===== src/rtl/clk_pulse_pkg.sv =====
// clk_pulse_pkg: shared state/mode enums and default widths for the multi-channel pulse generator
package clk_pulse_pkg;
  typedef enum logic {IDLE, RUN} pulse_state_t;
  typedef enum logic {MODE_PERIODIC, MODE_ONESHOT} pulse_mode_t;
  localparam int DEF_NUM_CH = 4;
  localparam int DEF_WIDTH  = 32;
  localparam int DEF_CNT_W  = 16;
endpackage


===== src/rtl/clk_pulse_ch.sv =====
// clk_pulse_ch: one pulse channel; ports clk, reset (sync active-low), en/oneshot/start/load, divisor -> out, busy, pulse_cnt (MULTI_CLK_PULSE_CNT_EN only)
module clk_pulse_ch
  import clk_pulse_pkg::*;
#(
  parameter int WIDTH = DEF_WIDTH,
  parameter int CNT_W = DEF_CNT_W
) (
  input  logic             clk,
  input  logic             reset,
  input  logic             en,
  input  logic             oneshot,
  input  logic             start,
  input  logic             load,
  input  logic [WIDTH-1:0] divisor,
  output logic             out,
  output logic             busy
`ifdef MULTI_CLK_PULSE_CNT_EN
  ,
  output logic [CNT_W-1:0] pulse_cnt
`endif
);
  pulse_state_t     state, state_n;
  pulse_mode_t      mode;
  logic [WIDTH-1:0] cnt, cnt_n, div_q, div_n, pend_q;
  logic             pend_v, term, out_n;
  if (WIDTH < 2 || CNT_W < 1) begin : g_bad_param
    $error("clk_pulse_ch: WIDTH must be >= 2 and CNT_W >= 1");
  end
  assign mode = pulse_mode_t'(oneshot);
  assign term = en && state == RUN && cnt == div_q;
  assign busy = state == RUN;
  always_ff @(posedge clk) state <= reset ? state_n : IDLE;
  always_comb
    state_n = !en ? IDLE
            : state == IDLE ? ((mode == MODE_ONESHOT && !start) ? IDLE : RUN)
            : (term && mode == MODE_ONESHOT) ? IDLE : RUN;
  // a pending divisor only lands on a period boundary; a load on that same edge wins
  always_comb begin
    out_n = term;
    cnt_n = (state == RUN && en && !term) ? cnt + 1'b1 : '0;
    div_n = (state == IDLE && load) ? divisor
          : !term ? div_q
          : load ? divisor
          : pend_v ? pend_q : div_q;
  end
  always_ff @(posedge clk) begin
    if (!reset) begin
      cnt    <= '0;
      div_q  <= '0;
      pend_q <= '0;
      pend_v <= 1'b0;
      out    <= 1'b0;
    end else begin
      cnt    <= cnt_n;
      div_q  <= div_n;
      out    <= out_n;
      pend_q <= load ? divisor : pend_q;
      pend_v <= !term && (load || pend_v);
    end
  end
`ifdef MULTI_CLK_PULSE_CNT_EN
  always_ff @(posedge clk) pulse_cnt <= (!reset || !en) ? '0 : pulse_cnt + CNT_W'(out_n);
`endif
endmodule


===== src/rtl/multi_clk_pulse.sv =====
// multi_clk_pulse: NUM_CH independent divisor pulse channels; ports clk, reset (sync active-low), en/oneshot/start/load, divisor_in -> out, busy, pulse_cnt (MULTI_CLK_PULSE_CNT_EN only)
module multi_clk_pulse
  import clk_pulse_pkg::*;
#(
  parameter int NUM_CH = DEF_NUM_CH,
  parameter int WIDTH  = DEF_WIDTH,
  parameter int CNT_W  = DEF_CNT_W
) (
  input  logic                    clk,
  input  logic                    reset,
  input  logic [NUM_CH-1:0]       en,
  input  logic [NUM_CH-1:0]       oneshot,
  input  logic [NUM_CH-1:0]       start,
  input  logic [NUM_CH-1:0]       load,
  input  logic [NUM_CH*WIDTH-1:0] divisor_in,
  output logic [NUM_CH-1:0]       out,
  output logic [NUM_CH-1:0]       busy
`ifdef MULTI_CLK_PULSE_CNT_EN
  ,
  output logic [NUM_CH*CNT_W-1:0] pulse_cnt
`endif
);
  if (NUM_CH < 1) begin : g_bad_param
    $error("multi_clk_pulse: NUM_CH must be >= 1");
  end
  for (genvar i = 0; i < NUM_CH; i++) begin : g_ch
    clk_pulse_ch #(.WIDTH(WIDTH), .CNT_W(CNT_W)) u_ch (
      .clk     (clk),
      .reset   (reset),
      .en      (en[i]),
      .oneshot (oneshot[i]),
      .start   (start[i]),
      .load    (load[i]),
      .divisor (divisor_in[i*WIDTH +: WIDTH]),
      .out     (out[i]),
      .busy    (busy[i])
`ifdef MULTI_CLK_PULSE_CNT_EN
      ,
      .pulse_cnt (pulse_cnt[i*CNT_W +: CNT_W])
`endif
    );
  end
endmodule


===== config.mk =====
export PLATFORM = sky130hd
export DESIGN_NAME = multi_clk_pulse
export DESIGN_NICKNAME = d
export VERILOG_FILES = /design/src/rtl/clk_pulse_pkg.sv /design/src/rtl/clk_pulse_ch.sv /design/src/rtl/multi_clk_pulse.sv
export SDC_FILE = /design/constraint.sdc
export NUM_CORES = 1
export LEC_CHECK = 0
export BUFFER_PORTS_ARGS = -buffer_cell sky130_fd_sc_hd__buf_2
export CAP_MARGIN = 5
export CORE_MARGIN = 10
export CORE_UTILIZATION = 40
export DETAILED_ROUTE_END_ITERATION = 8
export PLACE_DENSITY = 0.63
export SKIP_CTS_REPAIR_TIMING = 1
export SYNTH_ARGS = -nofsm -noshare
export SYNTH_HDL_FRONTEND = slang
export SYNTH_SLANG_ARGS = --single-unit

===== constraint.sdc =====
create_clock -name clk -period 4.9 [get_ports clk]
set_input_delay 1.225 -clock clk [delete_from_list [all_inputs] [get_ports clk]]
set_output_delay 1.225 -clock clk [all_outputs]
set_load 0.01 [all_outputs]

# [Word level (Yosys, flattened, before mapping)]
# Cells that the tools add are included.
[classes] n_addsub=4 n_eq_ne=4 n_mux=28 n_bitwise=4 reduce_logical=60
[ops] cell="$mux 32" count=16
[ops] cell="$add 32x1->32 const B" count=4
[ops] cell="$eq 32x32->1" count=4
[ops] cell="$logic_and 1x1->1" count=28
[ops] cell="$reduce_and 2->1" count=12
[ops] cell="$mux 1" count=12
[ops] cell="$reduce_bool 3->1" count=4
[ops] cell="$logic_not 1->1" count=8
[ops] cell="$reduce_bool 2->1" count=4
[ops] cell="$logic_or 1x1->1" count=4
[ops] cell="$not 1->1" count=4
[word_totals] register_bits=396 in_bits=146 output_inout_bits=8 word_cells=124

# [Depth between registers and ports, before layout]
# Gate-level depths: netlist (run 1).
[logic_depth] word_depth=5 ltp_mapped=7 mapped_depth_nobuf=6

# [By module]
# From an unflattened synthesis (run 1), not the netlist that was laid out.
[unflattened] hier_cells=1936 area_unflattened_um2=17251.5
[modules_own_cells] mod="clk_pulse_ch" instances=4 cells_each=484 area_each_um2=4312.9 seq_area_each_um2=1981.9

# [Worst setup path before layout (run 1)]
# Ideal clock, no wire load.
[synth_path] path_kind="input -> register" from="in load[0]" to="reg g_ch[0].u_ch.div_q[10]" setup_time_ps=121 arrival_time_ps=2561 t_required_ps=4779 slack_ps=2218 path_stages=5 path_buffers=2 path_cell_list="clkbuf_1 o211a_1 a32oi_1 buf_2 mux2_2"
[synth_via] elab_chain_len=3 elab_cells_between_ends=7 classes_between="3 x mux; 4 x reduce/logical"
[synth_rtl] item="from (decl)" line="multi_clk_pulse.sv:14" text="input logic [NUM_CH-1:0] load,"
[synth_rtl] item="$mux 32 or $logic_and 1x1->1 (tied branches)" line="clk_pulse_ch.sv:43, clk_pulse_ch.sv:41"
[synth_rtl] item="$mux 32, or another cell as far along" line="clk_pulse_ch.sv:42" text=": !term ? div_q"
[synth_rtl] item="$mux 32 or $reduce_and 2->1 (tied branches)"
[synth_rtl] item="to (signal assigned)" line="clk_pulse_ch.sv:55" text="div_q <= div_n;"
[synth_rtl] item="to (decl)" line="clk_pulse_ch.sv:24" text="logic [WIDTH-1:0] cnt, cnt_n, div_q, div_n, pend_q;"
# Several ways; a longest one is shown, not always the timed one. The select of a mux whose other input is x is not followed.
# A chain may end at the register's enable or synchronous reset.

# [Worst setup path after layout (run 1)]
[layout_path] from="reg g_ch[1].u_ch.cnt[25]" to="reg g_ch[1].u_ch.cnt[31]"
[layout_via] elab_chain_len=5 elab_cells_between_ends=6 classes_between="1 x add/sub; 1 x eq/ne; 4 x reduce/logical"
[layout_rtl] item="from (decl)" line="clk_pulse_ch.sv:24"
[layout_rtl] item="from (signal assigned)" line="clk_pulse_ch.sv:54" text="cnt <= cnt_n;"
[layout_rtl] item="branches (longest 5 deep; another with $add 32x1->32)"
# Parallel ways; which one is timed is not known.

==> results of run 1 <==
==> per-stage QoR <==
step	setup slack, ps	power, uW	instances
6_report	2140	7240	2400
5_1_grt	1900	7550	2400
4_1_cts	2100	7350	2400
3_5_place_dp	1840	4030	2320
3_3_place_gp	1860	4010	2320
2_1_floorplan	2220	3850	1708
==> final timing paths <==
| path | to | slack (ps) | cells past startpoint |
|---|---|---|---|
| max | g_ch[1].u_ch.cnt[31] | 2140 | 5 |
| min | g_ch[2].u_ch.cnt[0] | 480 | 1 |
| max reg2reg | g_ch[1].u_ch.cnt[31] | 2140 | 5 |
| min reg2reg | g_ch[2].u_ch.cnt[0] | 480 | 1 |
==> logic make-up (layout without fill, tap and decap cells) <==
| kind of cell | Yosys count | in the layout | share of synthesized area |
|---|---|---|---|
| AOI/OAI and AO/OA | 28 | 28 | 0.0114 |
| xor gates and xnor gates | 246 | 246 | 0.125 |
| adders and majority gates | 4 | 4 | 0.00291 |
| buffers and inverters | 115 | 268 | 0.0280 |
| DFF | 396 | 396 | 0.461 |
| muxes | 256 | 256 | 0.158 |
| and+or+nand+nor | 663 | 663 | 0.213 |
==> worst register-to-register path: stages, from the launching register on <==
cell	delay (ps)
dfxtp_1	440
xnor2_1	160
nand4_1	150
nor4_1	810
a21o_1	910
nor2_1	130
==> layout by cell type, fill, tap and decap left out, types with 3 or more instances in the layout <==
cell type and instances:
xnor2_1 143, and3_1 12, and4_1 20, nor3_1 26, ha_1 4, and2_1 136
buf_2 152, clkbuf_8 9, nor2_1 147, o21ai_0 6, nand3_1 44, buf_4 13
or3_1 4, dfxtp_1 396, or2_2 3, bufinv_16 3, nand4_1 50, xor2_1 103
nor2b_1 129, clkbuf_16 45, clkinvlp_4 3, mux2_2 128, clkbuf_1 5, mux2i_1 128
nor4_1 47, nand2_1 41, clkinv_2 13, inv_1 21, a31oi_1 8
==> state kept, by name, indices dropped and copies added (netlist names) <==
name and count:
g_ch.u_ch.cnt 128, g_ch.u_ch.div_q 128, g_ch.u_ch.out 4, g_ch.u_ch.pend_v 4, g_ch.u_ch.busy 4, g_ch.u_ch.pend_q 128
==> where the power goes <==
group	total [uW]	internal (uW)	switching [uW]	leakage [uW]
clock	3290	1980	1320	0.000728
sequential	3420	3350	64.9	0.00323
combinational	529	272	258	0.00403
total	7240	5600	1640	0.00800
==> routing by layer <==
| metal | track usage | vias up | share of wire | wire length, um |
|---|---|---|---|---|
| met1 | 0.180 | 5444 | 0.47 | 17200 |
| met4 | 0.0413 | 0 | 0.019 | 672 |
| met3 | 0.0333 | 41 | 0.048 | 1720 |
| met2 | 0.233 | 192 | 0.46 | 16700 |
| met5 | 0 | - | 0 | 0 |
| li1 | - | 5995 | - | - |
==> cell usage after synthesis, drive strengths merged <==
cell type    n  area [um2]
and4        20         175
mux2       128        1440
a21o         2        15.0
o32a         2        20.0
nand3       44         220
and2       136         851
o211a        2        20.0
dfxtp      396        7930
mux2i      128        1280
a21oi        2        10.0
and3        12        75.1
clkbuf      70         264
nand4       51         325
o21ai        6        30.0
or2          3        18.8
a32oi        2        17.5
nor2       147         552
nor4        47         294
inv         21        78.8
or3          5        36.3
nor3b        1        7.51
nand2       41         154
or4          1        11.3
ha           4        50.1
o211ai       2        15.0
xnor2      143        1250
a31oi        8        50.1
xor2       103         902
buf         24         138
o2111ai      2        17.5
nor3        26         130
nor2b      129         807
==> cell type report <==
type / count / area share
Multi-Input combinational cell: 1197 / 0.444
Clock buffer: 59 / 0.0639
Clock inverter: 21 / 0.00984
Timing Repair Buffer: 167 / 0.0448
Sequential cell: 396 / 0.400
Inverter: 21 / 0.00397
Tap cell: 539 / 0.0340
==> metrics.csv, run 1 <==
stage,metric,value,unit
detailed_routing,number of remaining DRC errors,0,
hold_path,Hold Path Origin,g_ch[2].u_ch.cnt[0],
finish,# diodes,0,
clock_network,H-tree Lvls,2,
pwr,maximum vdd drop,0.000204,V
logic_synthesis,Post-Synthesis Cells,1708,
floorplan,Rows,75,
pwr,power density cells,365,nW/um2
floorplan,# IOs,154,
grt,GRT overflow,0,
finish,"Core Util, Final",0.470,
timing,final setup fails,0,
detailed_routing,antenna-violating nets left,0,
logic_synthesis,Synth warnings,0,
critical_path,kind of critical path,flip-flop to flip-flop,
placed_design,GP Congestion,0.828,
logic_synthesis,post-synth cell types,37,
hold_path,hold crit path type,flip-flop to flip-flop,
timing,min cycle time layout,2760,ps
timing,Max Slew Vio Count,0,
detailed_routing,number of iterations in the first detailed-routing pass,4,
critical_path,critical path launch point,g_ch[1].u_ch.cnt[25],
timing,final-report hold violation count,0,
placed_design,Port Buffer Count,153,
critical_path,CP max-delay cell,a21o_1,
critical_path,Top delay family on crit path,simple AND/OR/NAND/NOR gates,
detailed_routing,WL final,36300,um
clock_network,CTS Buf Count,45,
finish,design area,19800,um2
logic_synthesis,Syn Area/Cell,10.1,um2
floorplan,Die Ht,227,um
grt,global-route usage over all layers,0.141,
critical_path,reg2reg start,g_ch[1].u_ch.cnt[25],
finish,post-layout net count,1978,
logic_synthesis,"Seq/Total Area, Yosys",0.461,
timing,Worst-Margin Slew,1050,ps
floorplan,Core ar.,42200,um2
critical_path,Critical Path Sink Type,flip-flop,
grt,initial antenna violation count,0,
placed_design,post-DP HPWL,25700,um
finish,multi-input logic area,8810,um2
grt,vias in the first global route,11900,
timing,post-route setup TNS,0,ps
timing,clk_skew,9.17,ps
finish,fraction of layout cells with a size suffix above 1,0.204,
clock_network,clock latency on the worst-skew pair,550,ps
detailed_routing,via count,11700,
critical_path,Worst Path Required,5290,ps
clock_network,CTS root buffer,clkbuf_16,
detailed_routing,Initial DRC Count,469,
critical_path,CP max FO,32,
logic_synthesis,syn nets,1858,
finish,Area growth syn-to-layout,15.4,%
placed_design,placed cell areas,18400,um2
pwr,Pleak,0.00800,uW
grt,first-pass GRT wire length,60300,um
detailed_routing,via/cell ratio,4.86,
timing,fmax,362,MHz
detailed_routing,wire per inst,15.1,um
logic_synthesis,Yosys reg bits,396,
critical_path,crit path DAT,3150,ps
finish,Seq. cell area,7930,um2
flow_run,# Max-Cap Violations,0,
timing,RSZ-0062 raised after global routing,false,
floorplan,die area,51700,um2
clock_network,CTS Sinks,396,
floorplan,initial core utilization,0.407,
status,status,completed,
clock_network,CTS tree,done,
critical_path,CP Cell Sequence,"xnor2_1, nand4_1, nor4_1, a21o_1, nor2_1",
critical_path,CP Buf/Inv Count,0,
critical_path,Startpoint Class,flip-flop,
logic_synthesis,Mapped Area,17200,um2
timing,Tcrit/Tclk final,0.563,
critical_path,Crit path largest cell delay,910,ps
grt,largest net degree at the start of global routing,109,
timing,slew margin rel.,0.301,
clock_network,"Reg clk slew, reported paths",60,ps
finish,Fill cells,3986,
timing,WHS,476,ps
floorplan,die span in x,227,um
clock_network,clk buf depth,3,
(Power assumes the default switching activity.)
==> run 2: changes to the inputs <==
Clock period 4.9 ns to 2.8 ns, I/O delays scaled along.
==> metrics.csv, run 2 (synthesized netlist as in run 1, its figures left out) <==
stage,metric,value,unit,change
status,status,completed,,unchanged
critical_path,kind of critical path,flip-flop to flip-flop,,unchanged
floorplan,die area,51700,um2,unchanged
timing,post-route setup TNS,0,ps,unchanged
clock_network,CTS tree,done,,unchanged
timing,clk_skew,9.55,ps,was 9.17 ps
critical_path,CP Buf/Inv Count,0,,unchanged
critical_path,CP Cell Sequence,"xnor2_1, nand4_1, nor4_1, a21o_1, nor2_1",,unchanged
timing,Max Slew Vio Count,0,,unchanged
detailed_routing,number of remaining DRC errors,0,,unchanged
hold_path,Hold Path Origin,oneshot[0],,was g_ch[2].u_ch.cnt[0]
detailed_routing,antenna-violating nets left,0,,unchanged
clock_network,clock latency on the worst-skew pair,550,ps,about the same
timing,Tcrit/Tclk final,0.876,,was 0.563
detailed_routing,number of iterations in the first detailed-routing pass,5,,was 4
detailed_routing,via/cell ratio,4.87,,was 4.86
critical_path,slack of the worst reg-to-reg path,350,ps,was 2140 ps
clock_network,CTS Sinks,396,,unchanged
critical_path,crit path DAT,2850,ps,was 3150 ps
finish,Area growth syn-to-layout,16.0,%,was 15.4%
critical_path,Worst Path Required,3200,ps,was 5290 ps
critical_path,CP max-delay cell,a21o_1,,unchanged
clock_network,clk buf depth,3,,unchanged
timing,final setup fails,0,,unchanged
timing,min cycle time layout,2450,ps,was 2760 ps
critical_path,worst r2r path cells,5,,unchanged
floorplan,die span in x,227,um,unchanged
grt,largest net degree at the start of global routing,46,,was 109
clock_network,CTS root buffer,clkbuf_16,,unchanged
finish,top flop regs,"g_ch.u_ch.cnt (128), g_ch.u_ch.div_q (128), g_ch.u_ch.pend_q (128)",,unchanged
timing,fmax,408,MHz,was 362 MHz
hold_path,Worst Hold Endpoint,g_ch[0].u_ch.busy,,was g_ch[2].u_ch.cnt[0]
timing,Worst-Margin Slew,990,ps,was 1050 ps
detailed_routing,WL final,37000,um,was 36300 um
grt,GRT overflow,0,,unchanged
critical_path,Top delay family on crit path,compound AO/OA/AOI/OAI gates,,was simple AND/OR/NAND/NOR gates
grt,first-pass GRT wire length,60900,um,was 60300 um
placed_design,post-DP HPWL,26100,um,was 25700 um
detailed_routing,wire per inst,15.4,um,was 15.1 um
placed_design,Port Buffer Count,153,,unchanged
hold_path,hold crit path type,primary input to flip-flop,,was flip-flop to flip-flop
pwr,Pleak,0.00804,uW,was 0.00800 uW
critical_path,Worst R2R End,g_ch[0].u_ch.cnt[14],,was g_ch[1].u_ch.cnt[31]
finish,# diodes,0,,unchanged
timing,final-report hold violation count,0,,unchanged
finish,post-layout net count,1987,,was 1978
detailed_routing,Initial DRC Count,585,,was 469
flow_run,# Max-Cap Violations,0,,unchanged
grt,vias in the first global route,12000,,was 11900
critical_path,Startpoint Class,flip-flop,,unchanged
finish,Fill cells,3991,,was 3986
finish,fraction of layout cells with a size suffix above 1,0.207,,was 0.204
grt,global-route usage over all layers,0.143,,was 0.141
grt,initial antenna violation count,0,,unchanged
finish,"Core Util, Final",0.472,,was 0.470
floorplan,Die Ht,227,um,unchanged
hold_path,WHS Path Cells,2,,was 1
finish,"leading cell type in the layout, fill and taps excluded",dfxtp_1,,unchanged
floorplan,Core ar.,42200,um2,unchanged
timing,slew margin rel.,0.340,,was 0.301
timing,RSZ-0062 raised after global routing,false,,unchanged
critical_path,CP max FO,32,,unchanged
floorplan,initial core utilization,0.407,,unchanged
pwr,maximum vdd drop,0.000400,V,was 0.000204 V
critical_path,reg2reg start,g_ch[0].u_ch.cnt[14],,was g_ch[1].u_ch.cnt[25]
placed_design,GP Congestion,0.824,,was 0.828
floorplan,Rows,75,,unchanged
critical_path,Critical Path Sink Type,flip-flop,,unchanged
clock_network,"Reg clk slew, reported paths",60,ps,about the same
clock_network,H-tree Lvls,2,,unchanged
finish,most frequent cells in the layout,"dfxtp_1 (396), buf_2 (152), nor2_1 (147)",,unchanged
pwr,power density cells,645,nW/um2,was 365 nW/um2
critical_path,Crit path largest cell delay,860,ps,was 910 ps
clock_network,CTS Buf Count,44,,was 45
detailed_routing,via count,11700,,about the same
floorplan,# IOs,154,,unchanged
timing,WHS,347,ps,was 476 ps
run 2: changes by cell type in the layout (fill, tap and decap cells not counted), sizes merged:
cell	change
clkbuf	+5
bufinv	+1
clkinvlp	+1
inv	-1
buf	+10
clkinv	-8
run 2: layout make-up:
type                            instances  area [um2]  share of cell area
Multi-Input combinational cell       1197        8810               0.442
Sequential cell                       396        7930               0.397
Clock buffer                           64        1320              0.0661
Timing Repair Buffer                  177         952              0.0477
Tap cell                              539         674              0.0338
Clock inverter                         14         188             0.00941
Inverter                               21        78.8             0.00395
run 2: worst max path at each step:
stage,end,cells past startpoint,startpoint,slack [ps]
3_3_place_gp,g_ch[0].u_ch.div_q[1],5,load[0],480
5_1_grt,g_ch[0].u_ch.cnt[14],5,g_ch[0].u_ch.cnt[20],100
2_1_floorplan,g_ch[0].u_ch.div_q[10],5,load[0],640
4_1_cts,g_ch[0].u_ch.cnt[14],5,g_ch[0].u_ch.cnt[24],320
3_5_place_dp,g_ch[0].u_ch.cnt[14],5,g_ch[0].u_ch.cnt[24],350
6_report,g_ch[0].u_ch.cnt[14],5,g_ch[0].u_ch.cnt[14],350
run 2: power by group:
group	switching [uW]	total, uW	internal, uW
combinational	455	941	486
sequential	117	5980	5870
clock	2320	5950	3630
run 2: per-layer routing:
layer | track usage | wire [um] | up-vias
li1 | - | - | 5998
met1 | 0.182 | 17300 | 5480
met2 | 0.235 | 17100 | 201
met3 | 0.0308 | 1850 | 55
met4 | 0.0509 | 839 | 0
met5 | 0 | 0 | -
run 2: stage by stage:
stage                     total power, uW  instance area (um2)  worst slack [ps]  std cells
after floorplan                      6730                17200               643       1708
after global placement               7040                18400               478       2330
after detailed placement             7060                18400               352       2330
after CTS                           13100                19900               319       2408
after global routing                13400                19900              96.0       2408
final                               12900                19900               348       2408
